<file path="config.mk">
export PLATFORM = sky130hd
export DESIGN_NAME = modulo_condicionador_entradas
export DESIGN_NICKNAME = d
export VERILOG_FILES = /design/src/rtl/modulo_condicionador_entradas.sv
export SDC_FILE = /design/constraint.sdc
export NUM_CORES = 1
export LEC_CHECK = 0
export ABC_AREA = 0
export CORE_AREA = 2 2 97 99
export DETAILED_ROUTE_END_ITERATION = 16
export DIE_AREA = 0 0 99 101
export RECOVER_POWER = 25
export SYNTH_ARGS = -nofsm -noshare
export SYNTH_HDL_FRONTEND = slang
export SYNTH_SLANG_ARGS = --single-unit
</file>
<file path="constraint.sdc">
create_clock -name clk -period 3.6 [get_ports clk]
set_input_delay 0.9 -clock clk [delete_from_list [all_inputs] [get_ports clk]]
set_output_delay 0.9 -clock clk [all_outputs]
set_load 0.05 [all_outputs]
</file>
<file path="src/rtl/modulo_condicionador_entradas.sv">
// Input conditioning stage: synchronises the raw buttons and switches,
// debounces each button into a single press event, and turns those events
// into fire/clear/error pulses with a latched coordinate and a shot counter.

// Debounce FSM for one synchronised, active-low button level.
// press_o is combinational and high only on the DEB_PRESS -> HELD transition.
module DebounceFsm #(
    parameter int DEB_CYCLES = 500000,
    parameter int CNT_W      = 20
) (
    input  logic clk,
    input  logic clr,
    input  logic level_i,
    output logic press_o
);

    typedef enum logic [1:0] {
        IDLE,
        DEB_PRESS,
        HELD,
        DEB_RELEASE
    } state_t;

    localparam logic [CNT_W-1:0] CNT_LAST = CNT_W'(DEB_CYCLES - 1);
    localparam logic [CNT_W-1:0] CNT_ONE  = CNT_W'(1);

    state_t           state_q, state_d;
    logic [CNT_W-1:0] cnt_q, cnt_d;

    // State and counter registers; reset abandons any debounce in progress.
    always_ff @(posedge clk) begin
        if (clr) begin
            state_q <= IDLE;
            cnt_q   <= '0;
        end else begin
            state_q <= state_d;
            cnt_q   <= cnt_d;
        end
    end

    // Next-state logic: a level must hold DEB_CYCLES cycles to be accepted,
    // and only the press side produces an event.
    always_comb begin
        state_d = state_q;
        cnt_d   = cnt_q;
        press_o = 1'b0;
        case (state_q)
            IDLE: begin
                if (!level_i) begin
                    state_d = DEB_PRESS;
                    cnt_d   = '0;
                end
            end
            DEB_PRESS: begin
                if (level_i) begin
                    state_d = IDLE;
                end else if (cnt_q == CNT_LAST) begin
                    state_d = HELD;
                    press_o = 1'b1;
                end else begin
                    cnt_d = cnt_q + CNT_ONE;
                end
            end
            HELD: begin
                if (level_i) begin
                    state_d = DEB_RELEASE;
                    cnt_d   = '0;
                end
            end
            DEB_RELEASE: begin
                if (!level_i) begin
                    state_d = HELD;
                end else if (cnt_q == CNT_LAST) begin
                    state_d = IDLE;
                end else begin
                    cnt_d = cnt_q + CNT_ONE;
                end
            end
            default: begin
                state_d = IDLE;
                cnt_d   = '0;
            end
        endcase
    end

endmodule

module modulo_condicionador_entradas #(
    parameter int DEB_CYCLES = 500000,
    parameter int CNT_W      = 20
) (
    input  logic       clk,
    input  logic       clr,
    input  logic       btn_fire_n,
    input  logic       btn_clr_n,
    input  logic [5:0] sw_coord,
    input  logic [1:0] sw_mode,
    output logic       fire_pulse,
    output logic       clr_pulse,
    output logic       err_pulse,
    output logic [5:0] coord_lat,
    output logic [1:0] mode_sync,
    output logic [3:0] shots
);

    // Bit 1 is the fire button, bit 0 the clear button.
    logic [1:0] btnS1_q, btnS2_q;
    logic [5:0] coordS1_q, coordS2_q;
    logic [1:0] modeS1_q, modeS2_q;

    logic       firePress, clrPress, coordValid;

    logic       firePulse_q, firePulse_d;
    logic       clrPulse_q, clrPulse_d;
    logic       errPulse_q, errPulse_d;
    logic [5:0] coordLat_q, coordLat_d;
    logic [3:0] shots_q, shots_d;

    // Two-flop synchronisers; buttons reset to released, switches to zero.
    always_ff @(posedge clk) begin
        if (clr) begin
            btnS1_q   <= 2'b11;
            btnS2_q   <= 2'b11;
            coordS1_q <= '0;
            coordS2_q <= '0;
            modeS1_q  <= '0;
            modeS2_q  <= '0;
        end else begin
            btnS1_q   <= {btn_fire_n, btn_clr_n};
            btnS2_q   <= btnS1_q;
            coordS1_q <= sw_coord;
            coordS2_q <= coordS1_q;
            modeS1_q  <= sw_mode;
            modeS2_q  <= modeS1_q;
        end
    end

    DebounceFsm #(
        .DEB_CYCLES (DEB_CYCLES),
        .CNT_W      (CNT_W)
    ) fireDeb (
        .clk     (clk),
        .clr     (clr),
        .level_i (btnS2_q[1]),
        .press_o (firePress)
    );

    DebounceFsm #(
        .DEB_CYCLES (DEB_CYCLES),
        .CNT_W      (CNT_W)
    ) clrDeb (
        .clk     (clk),
        .clr     (clr),
        .level_i (btnS2_q[0]),
        .press_o (clrPress)
    );

    assign coordValid = (coordS2_q[5:3] <= 3'd6) && (coordS2_q[2:0] <= 3'd4);

    // Event resolution: clear beats fire; off-grid shots only raise an error.
    always_comb begin
        firePulse_d = 1'b0;
        clrPulse_d  = 1'b0;
        errPulse_d  = 1'b0;
        coordLat_d  = coordLat_q;
        shots_d     = shots_q;
        if (clrPress) begin
            clrPulse_d = 1'b1;
            coordLat_d = '0;
            shots_d    = '0;
        end else if (firePress) begin
            if (coordValid) begin
                firePulse_d = 1'b1;
                coordLat_d  = coordS2_q;
                shots_d     = (shots_q == 4'd15) ? shots_q : shots_q + 4'd1;
            end else begin
                errPulse_d = 1'b1;
            end
        end
    end

    // Output registers, all updated on the same edge as the event.
    always_ff @(posedge clk) begin
        if (clr) begin
            firePulse_q <= 1'b0;
            clrPulse_q  <= 1'b0;
            errPulse_q  <= 1'b0;
            coordLat_q  <= '0;
            shots_q     <= '0;
        end else begin
            firePulse_q <= firePulse_d;
            clrPulse_q  <= clrPulse_d;
            errPulse_q  <= errPulse_d;
            coordLat_q  <= coordLat_d;
            shots_q     <= shots_d;
        end
    end

    assign fire_pulse = firePulse_q;
    assign clr_pulse  = clrPulse_q;
    assign err_pulse  = errPulse_q;
    assign coord_lat  = coordLat_q;
    assign mode_sync  = modeS2_q;
    assign shots      = shots_q;

endmodule

</file>
# Word level (Yosys, flattened, before mapping)
# Index checks and enable logic that the tools add are counted.
classes:
  add_sub_neg: 3
  magnitude_cmp: 2
  n_eq_ne: 21
  muxes: 35
  bitwise_logic: 2
  n_reduce_logical: 11
ops:
  columns: ["op", "n"]
  rows:
  - ["two-way mux 20 bit", 10]
  - ["case mux 20 bit (4 select lines)", 2]
  - ["adder 20 x 1 -> 20 bit (second input constant)", 2]
  - ["equality test 20 x 19 -> 1 bit (second input constant)", 2]
  - ["two-way mux 2 bit", 12]
  - ["inequality test 2 bit (second input constant)", 8]
  - ["case mux 2 bit (4 select lines)", 2]
  - ["AND reduction 4 bit", 4]
  - ["inequality test 3 x 2 -> 1 bit (second input constant)", 4]
  - ["two-way mux 1 bit", 9]
  - ["equality test 2 bit (second input constant)", 4]
  - ["<= comparator 3 bit (second input constant)", 2]
  - ["adder 4 x 1 -> 4 bit (second input constant)", 1]
  - ["equality test 2 x 1 -> 1 bit (second input constant)", 2]
  - ["equality test 4 bit (second input constant)", 1]
  - ["logical NOT 2 bit", 2]
  - ["AND reduction 3 bit", 1]
  - ["OR reduction 3 bit", 1]
  - ["NOT 1 bit", 2]
  - ["AND reduction 2 bit", 1]
  - ["OR reduction 2 bit", 1]
  - ["logical AND 1 bit", 1]
word_totals:
  reg_bits: 77
  input_bits: 12
  output_inout_bits: 15

# Depth between registers and ports, before layout
# Gate-level depths: netlist of run 1.
logic_depth:
  ltp_word: 6
  depth_mapped: 9
  ltp_nobuf: 6

# By module
# From an unflattened synthesis of run 1, not the netlist that was laid out.
hier_totals:
  hier_cells: 453
  hier_area_um2: 3853.7
modules_own_cells:
  columns: ["module", "n_inst", "cells_per_inst", "area_per_inst_um2"]
  rows:
  - ["DebounceFsm", 2, 175, 1386.3]
  - ["modulo_condicionador_entradas", 1, 103, 1081.0]

# Worst setup path after synthesis of run 1
# OpenSTA, ideal clock, no wires.
synth_timing:
  kind: "input port to flip-flop"
  from: "input port clr"
  to: "register fireDeb.cnt_q[18]"
  setup_ps: 62
  t_arrival_ps: 1825
  path_slack_ps: 1713
  path_stages: 6
  cell_sequence: "inv_1 nand3_1 a21o_1 buf_6 or3_1 nand3_1"
synth_rtl:
  columns: ["element", "line_no", "rtl"]
  rows:
  - ["start: declaration", "93", "input logic clr,"]
  - ["end signal: assignment", "37", "cnt_q <= cnt_d;"]
  - ["end: declaration", "28", "logic [CNT_W-1:0] cnt_q, cnt_d;"]

==> run summary, run 1 <==
Part of the cycle the worst path needs - 69.78%
Layout Cells excl Fill - 505
RSZ-0062 raised after global routing - false
Met1 wire length - 3249 um
Worst reg-to-reg path cell count - 6
Synthesis-stage register bit count - 77
CTS Sinks - 77
Number of enable-type register cells in the synthesized netlist - 0
CP Capture Type - register
CP max FO - 14
GR Util All Layers - 13.35%
Mapped Nets - 382
Max layer used - met4
Num CTS Buffers - 9
Cells resized by post-CTS repair - 0
Initial antenna violation count - 0
Pre-antenna DRT Iters - 4
Die width - 99 um
Setup violators final - 0
Clock latency on the worst-skew pair - 0.34 ns
CTS max path bufs - 2
Top_reg_cell synth - dfxtp_1
DRT iter0 DRCs - 70
Max-slew violations - 0
Total power - 1.566 mW
ANT nets after route - 0
Syn. warnings - 0
Power Dens Cells - 404.3 mW/mm^2
Die H - 101 um
TritonCTS clock tree - built
Root Driver - clkbuf_8
Gpl congestion - 0.8092
Via count of the first global-routing pass - 2,429
Fmax - 0.3981 GHz
Crit. Startpoint - clr
Total gr overflow - 0
CP Depth - 7
Layout Skew - 0.008414 ns
Post-CTS setup buffers - 0
Cell area after layout - 0.003872 mm^2
Leak pwr - 1.332 nW
Top post-synthesis cells by area - dfxtp_1, nand3_1, nor2_1
Worst path bufs/invs - 3
Layout cells sized above 1 - 9.645%
Min-Delay Path Class - register to register
Placed Area - 0.003679 mm^2
Hold Vio Cnt, Final - 0
Synth area leader - dfxtp_1
Hold-fix buffers, CTS - 0
Area of the core - 0.008977 mm^2
H-tree level count - 3
Starting Density - 37.69%
Cell family with most CP delay - buffers and inverters
Relative slew slack - 34.23%
Syn Inst Count - 367
Largest stage delay on the critical path - 0.56 ns
Fin Setup TNS - 0 ns
Inst Count DP - 489
Met2 wire len - 3011 um
Setup crit end - fireDeb.cnt_q[5]
Area Overhead vs Synth - 14.46%
ANT cells - 0
Fin nets - 404
Worst reg2reg startpoint - fireDeb.cnt_q[0]
Metal3 WL - 155 um
Tmin final - 2.512 ns
Crit start category - primary input
Status - complete, no violations
CP Cell Sequence - dlygate4sd3_1 -> inv_1 -> nand3_1 -> a21oi_2 -> buf_4 -> o21ai_0 -> a31oi_1
Slew @ Worst Pin - 0.9763 ns
Setup CP Type - primary input to register
Share of the synthesized area in the top cell type - 45.56%
First-pass GRT wire length - 11,100 um
WP data required - 3.87 ns
Mapped Area - 0.003383 mm^2
Dpl hpwl - 4536 um
Clock-pin slew on the worst setup and hold paths - 0.08 ns
Routed WL per cell - 12.88 um
Pin count of the biggest net entering global routing - 31
Number of max-cap violations - 0
DRC Markers - 0
Register area share after synthesis - 45.56%
Routed wire length - 6504 um
# IOs - 27
Via-to-Cell Ratio - 5.244
Vias - 2,648
Worst IR Drop VDD - 0.2440 mV
Reg2Reg Setup Slack - 1.14 ns
Crit path DAT - 2.78 ns
Reg-to-Reg End - shots[3]
Syn_area_per_cell - 9.219 um^2
Std cell rows - 35
Ys async rst share - 0%
Unique masters post-synth - 54
Slowest cell on crit path - dlygate4sd3_1
Die Area - 0.009999 mm^2
Input/output buffers - 26
[cells by family (layout without fill, tap and decap cells)]
kind of cell	after synthesis	after routing	share of synthesized area (%)
adder cells (fa/ha/maj)	3	3	1.110
AND/OR/NAND/NOR	169	169	29.44
multiplexers	10	10	2.996
XOR/XNOR	14	14	3.624
AO/OA/AOI/OAI	70	70	12.98
flip-flops	77	77	45.56
buffers and inverters	24	51	4.290
[flip-flops by register name, summed over array words and instances (netlist names), 4 cells and up, named ones only]
name and cells:
clrDeb.cnt_q 20, coordS1_q 6, coordS2_q 6, coord_lat 6, fireDeb.cnt_q 20, shots 4
[cell usage after synthesis, drive strengths merged (9+ instances only)]
cell and n:
a31oi 10, nand3 28, nand2 21, mux2i 9, o21ai 16, a21oi 26, buf 12, dfxtp 77
or3 10, nor3 9, nor2 35, nor2b 17
[cell usage in the layout, fill, tap and decap left out, types with 4 or more instances in the layout]
cell type	n
mux2i_1	9
nand2_1	21
nor3_1	6
nand4_1	8
nor2_1	34
a21o_1	5
a31oi_1	10
xor2_1	6
dfxtp_1	77
or3_1	10
nor2b_1	17
or2_2	4
a21oi_1	24
o21ai_0	16
and3_1	8
inv_1	7
xnor2_1	8
nand3_1	26
and4_1	5
nor4_1	6
clkdlybuf4s50_1	25
clkbuf_8	9
[worst min path at each step]
| stage | from | to | slack (ns) | cells past startpoint |
|---|---|---|---|---|
| 2_1_floorplan | btnS1_q[0] | btnS2_q[0] | 0.39 | 1 |
| 3_3_place_gp | btnS1_q[0] | btnS2_q[0] | 0.39 | 1 |
| 3_5_place_dp | btnS1_q[1] | btnS2_q[1] | 0.40 | 1 |
| 4_1_cts | btnS1_q[1] | btnS2_q[1] | 0.42 | 1 |
| 5_1_grt | btnS1_q[1] | btnS2_q[1] | 0.43 | 1 |
| 6_report | btnS1_q[1] | btnS2_q[1] | 0.41 | 1 |
[routing by layer]
layer / up-vias / GRT usage [%]
met5: - / 0
met4: 0 / 4.531
met3: 10 / 3.121
met2: 24 / 21.62
met1: 1247 / 17.55
li1: 1367 / -
[through the flow]
step / util, % / setup WS [ns] / hold slack (ns)
after floorplan: - / 1.713 / 0.3895
after global placement: 40.98 / 0.8948 / 0.3936
after detailed placement: 40.98 / 0.8778 / 0.3997
after CTS: 43.18 / 1.110 / 0.4184
after global routing: 43.14 / 0.9767 / 0.4300
final: 43.14 / 1.088 / 0.4143
[worst reg2reg max path, cell delays in order, from the launching register on]
cell and delay, ns:
dfxtp_1 0.39, ha_1 0.30, and4_4 0.30, nand4_1 0.21, nor4b_4 0.77, and4b_1 0.33
nor3_2 0.04
[power by group]
| group | internal (mW) | total [mW] | switching, mW |
|---|---|---|---|
| clock | 0.322 | 0.645 | 0.323 |
| sequential | 0.862 | 0.867 | 0.00483 |
| combinational | 0.0238 | 0.0540 | 0.0302 |
| total | 1.21 | 1.57 | 0.358 |
[final cells by class]
type                            instances  area, um^2
Fill cell                             884        5105
Multi-Input combinational cell        266        1693
Sequential cell                        77        1541
Timing Repair Buffer                   28       275.3
Tap cell                              111       138.9
Clock buffer                            9       123.9
Clock inverter                          7       73.82
Inverter                                7       26.28
No activity file was read; power rests on OpenSTA's default activity.
==> run 2, diff against run 1 <==
clock period = 2.6 ns   (was 3.6 ns; I/O delays follow)
==> run summary, run 2 (synthesis gave the netlist of run 1 again) <==
Met1 usage in global routing - 18.78%
ANT nets after route - 0
Std cell rows - 35
Fmax - 0.4258 GHz
Crit path DAT - 2.59 ns
Clock share of power - 44.1%
Sequential Power Share - 52.5%
Pin count of the biggest net entering global routing - 18
TritonCTS clock tree - built
Total power - 2.285 mW
Root Driver - clkbuf_8
Max-slew violations - 0
Hold-fix buffers, CTS - 0
Clock latency on the worst-skew pair - 0.34 ns
Gpl congestion - 0.8298
Total gr overflow - 0
Setup CP Type - primary input to register
Fin nets - 408
Relative slew slack - 38.92%
Layout Skew - 0.01199 ns
Area Overhead vs Synth - 16.05%
Net Sw Frac - 22.18%
Sw Pwr - 506.7 uW
Fin Setup TNS - 0 ns
Clock-pin slew on the worst setup and hold paths - 0.08 ns
GR Util All Layers - 13.71%
Setup violators final - 0
RSZ-0062 raised after global routing - false
H-tree level count - 3
DRT iter0 DRCs - 114
Comb pwr share - 3.4%
Die Area - 0.009999 mm^2
Layout cells sized above 1 - 10.30%
Post-CTS setup buffers - 0
Num CTS Buffers - 9
Hold Slack - 0.4166 ns
First-pass GRT wire length - 11,280 um
Hold Vio Cnt, Final - 0
ANT cells - 0
Status - complete, no violations
Min-Delay Path Class - register to register
Tmin final - 2.348 ns
CP Capture Type - register
Area of the multi-input gates - 0.001697 mm^2
Die H - 101 um
Cells resized by post-CTS repair - 0
Crit start category - primary input
Power Dens Cells - 581.9 mW/mm^2
Most common cell after layout, fill and taps aside - dfxtp_1
Input/output buffers - 26
Area of the core - 0.008977 mm^2
Slew @ Worst Pin - 0.9097 ns
Leak pwr - 1.358 nW
Number of max-cap violations - 0
Die width - 99 um
DRC Markers - 0
Part of the cycle the worst path needs - 90.32%
GR Layer Usage met3 - 2.288%
WP data required - 2.84 ns
WHS Path Cells - 1
Initial antenna violation count - 0
Via count of the first global-routing pass - 2,472
Starting Density - 37.69%
Worst IR Drop VDD - 0.3765 mV
Dpl hpwl - 4709 um
CTS max path bufs - 2
CTS Sinks - 77
Routed WL per cell - 13.09 um
Busiest grt layer - met2
P_int - 1.778 mW
Vias - 2,684
Met2 usage - 21.36%
Pre-antenna DRT Iters - 4
CP max FO - 14
Largest registers - clrDeb.cnt_q: 20 flops, fireDeb.cnt_q: 20 flops
Layout filler cell count - 871
Via-to-Cell Ratio - 5.273
# IOs - 27
Commonest cells after routing, fill and taps aside - dfxtp_1, nor2_1, nand3_1
Seq. cell area - 0.001541 mm^2
Routed wire length - 6662 um
Worst reg-to-reg path cell count - 7
==> run 2: changes by cell type in the layout (fill, tap and decap cells not counted), sizes merged <==
cell	delta
buf	+3
bufinv	+1
clkbuf	+2
clkinv	-3
inv	+1
==> run 2: final cells by class <==
| type | count | share of cell area, % |
|---|---|---|
| clock buffer | 10 | 3.250 |
| clock inverter | 6 | 2.390 |
| inverter | 7 | 0.6692 |
| multi-input combinational | 266 | 43.21 |
| sequential | 77 | 39.26 |
| tap | 111 | 3.537 |
| timing repair buffer | 32 | 7.680 |
==> run 2: final timing paths <==
| kind | from | end | slack, ns |
|---|---|---|---|
| max | clr | fireDeb.cnt_q[17] | 0.25 |
| min | btnS1_q[1] | btnS2_q[1] | 0.42 |
| max reg2reg | fireDeb.cnt_q[0] | coord_lat[0] | 0.34 |
| min reg2reg | btnS1_q[1] | btnS2_q[1] | 0.42 |
==> run 2: power groups by stage <==
| stage | Clock, mW | Sequential [mW] | Combinational, mW |
|---|---|---|---|
| finish | 1.01 | 1.20 | 0.0776 |
| global route | 1.08 | 1.20 | 0.0856 |
| CTS | 1.03 | 1.20 | 0.0801 |
| detailed placement | 0 | 1.23 | 0.0798 |
| global placement | 0 | 1.23 | 0.0787 |
| floorplan | 0 | 1.23 | 0.0446 |
==> run 2: through the flow <==
stage / std cells / setup WS, ns / util, % / area (um^2)
2_1_floorplan: 367 / 0.7372 / - / 3383
3_3_place_gp: 493 / 0.3156 / 41.31 / 3709
3_5_place_dp: 493 / 0.2852 / 41.31 / 3709
4_1_cts: 509 / 0.3414 / 43.78 / 3930
5_1_grt: 509 / 0.08064 / 43.74 / 3926
6_report: 509 / 0.2517 / 43.74 / 3926
==> run 2: routing by layer <==
layer	wire (um)	share of wire, %
met1	3283	49
met5	0	0
met4	130	2.0
met2	3049	46
met3	199	3.0
==> run 2: critical path, cell delays in order <==
cell	delay (ns)
dlygate4sd3_1	0.54
clkbuf_1	0.45
nor2_1	0.15
a41o_1	0.39
a32o_1	0.26
a21o_1	0.14
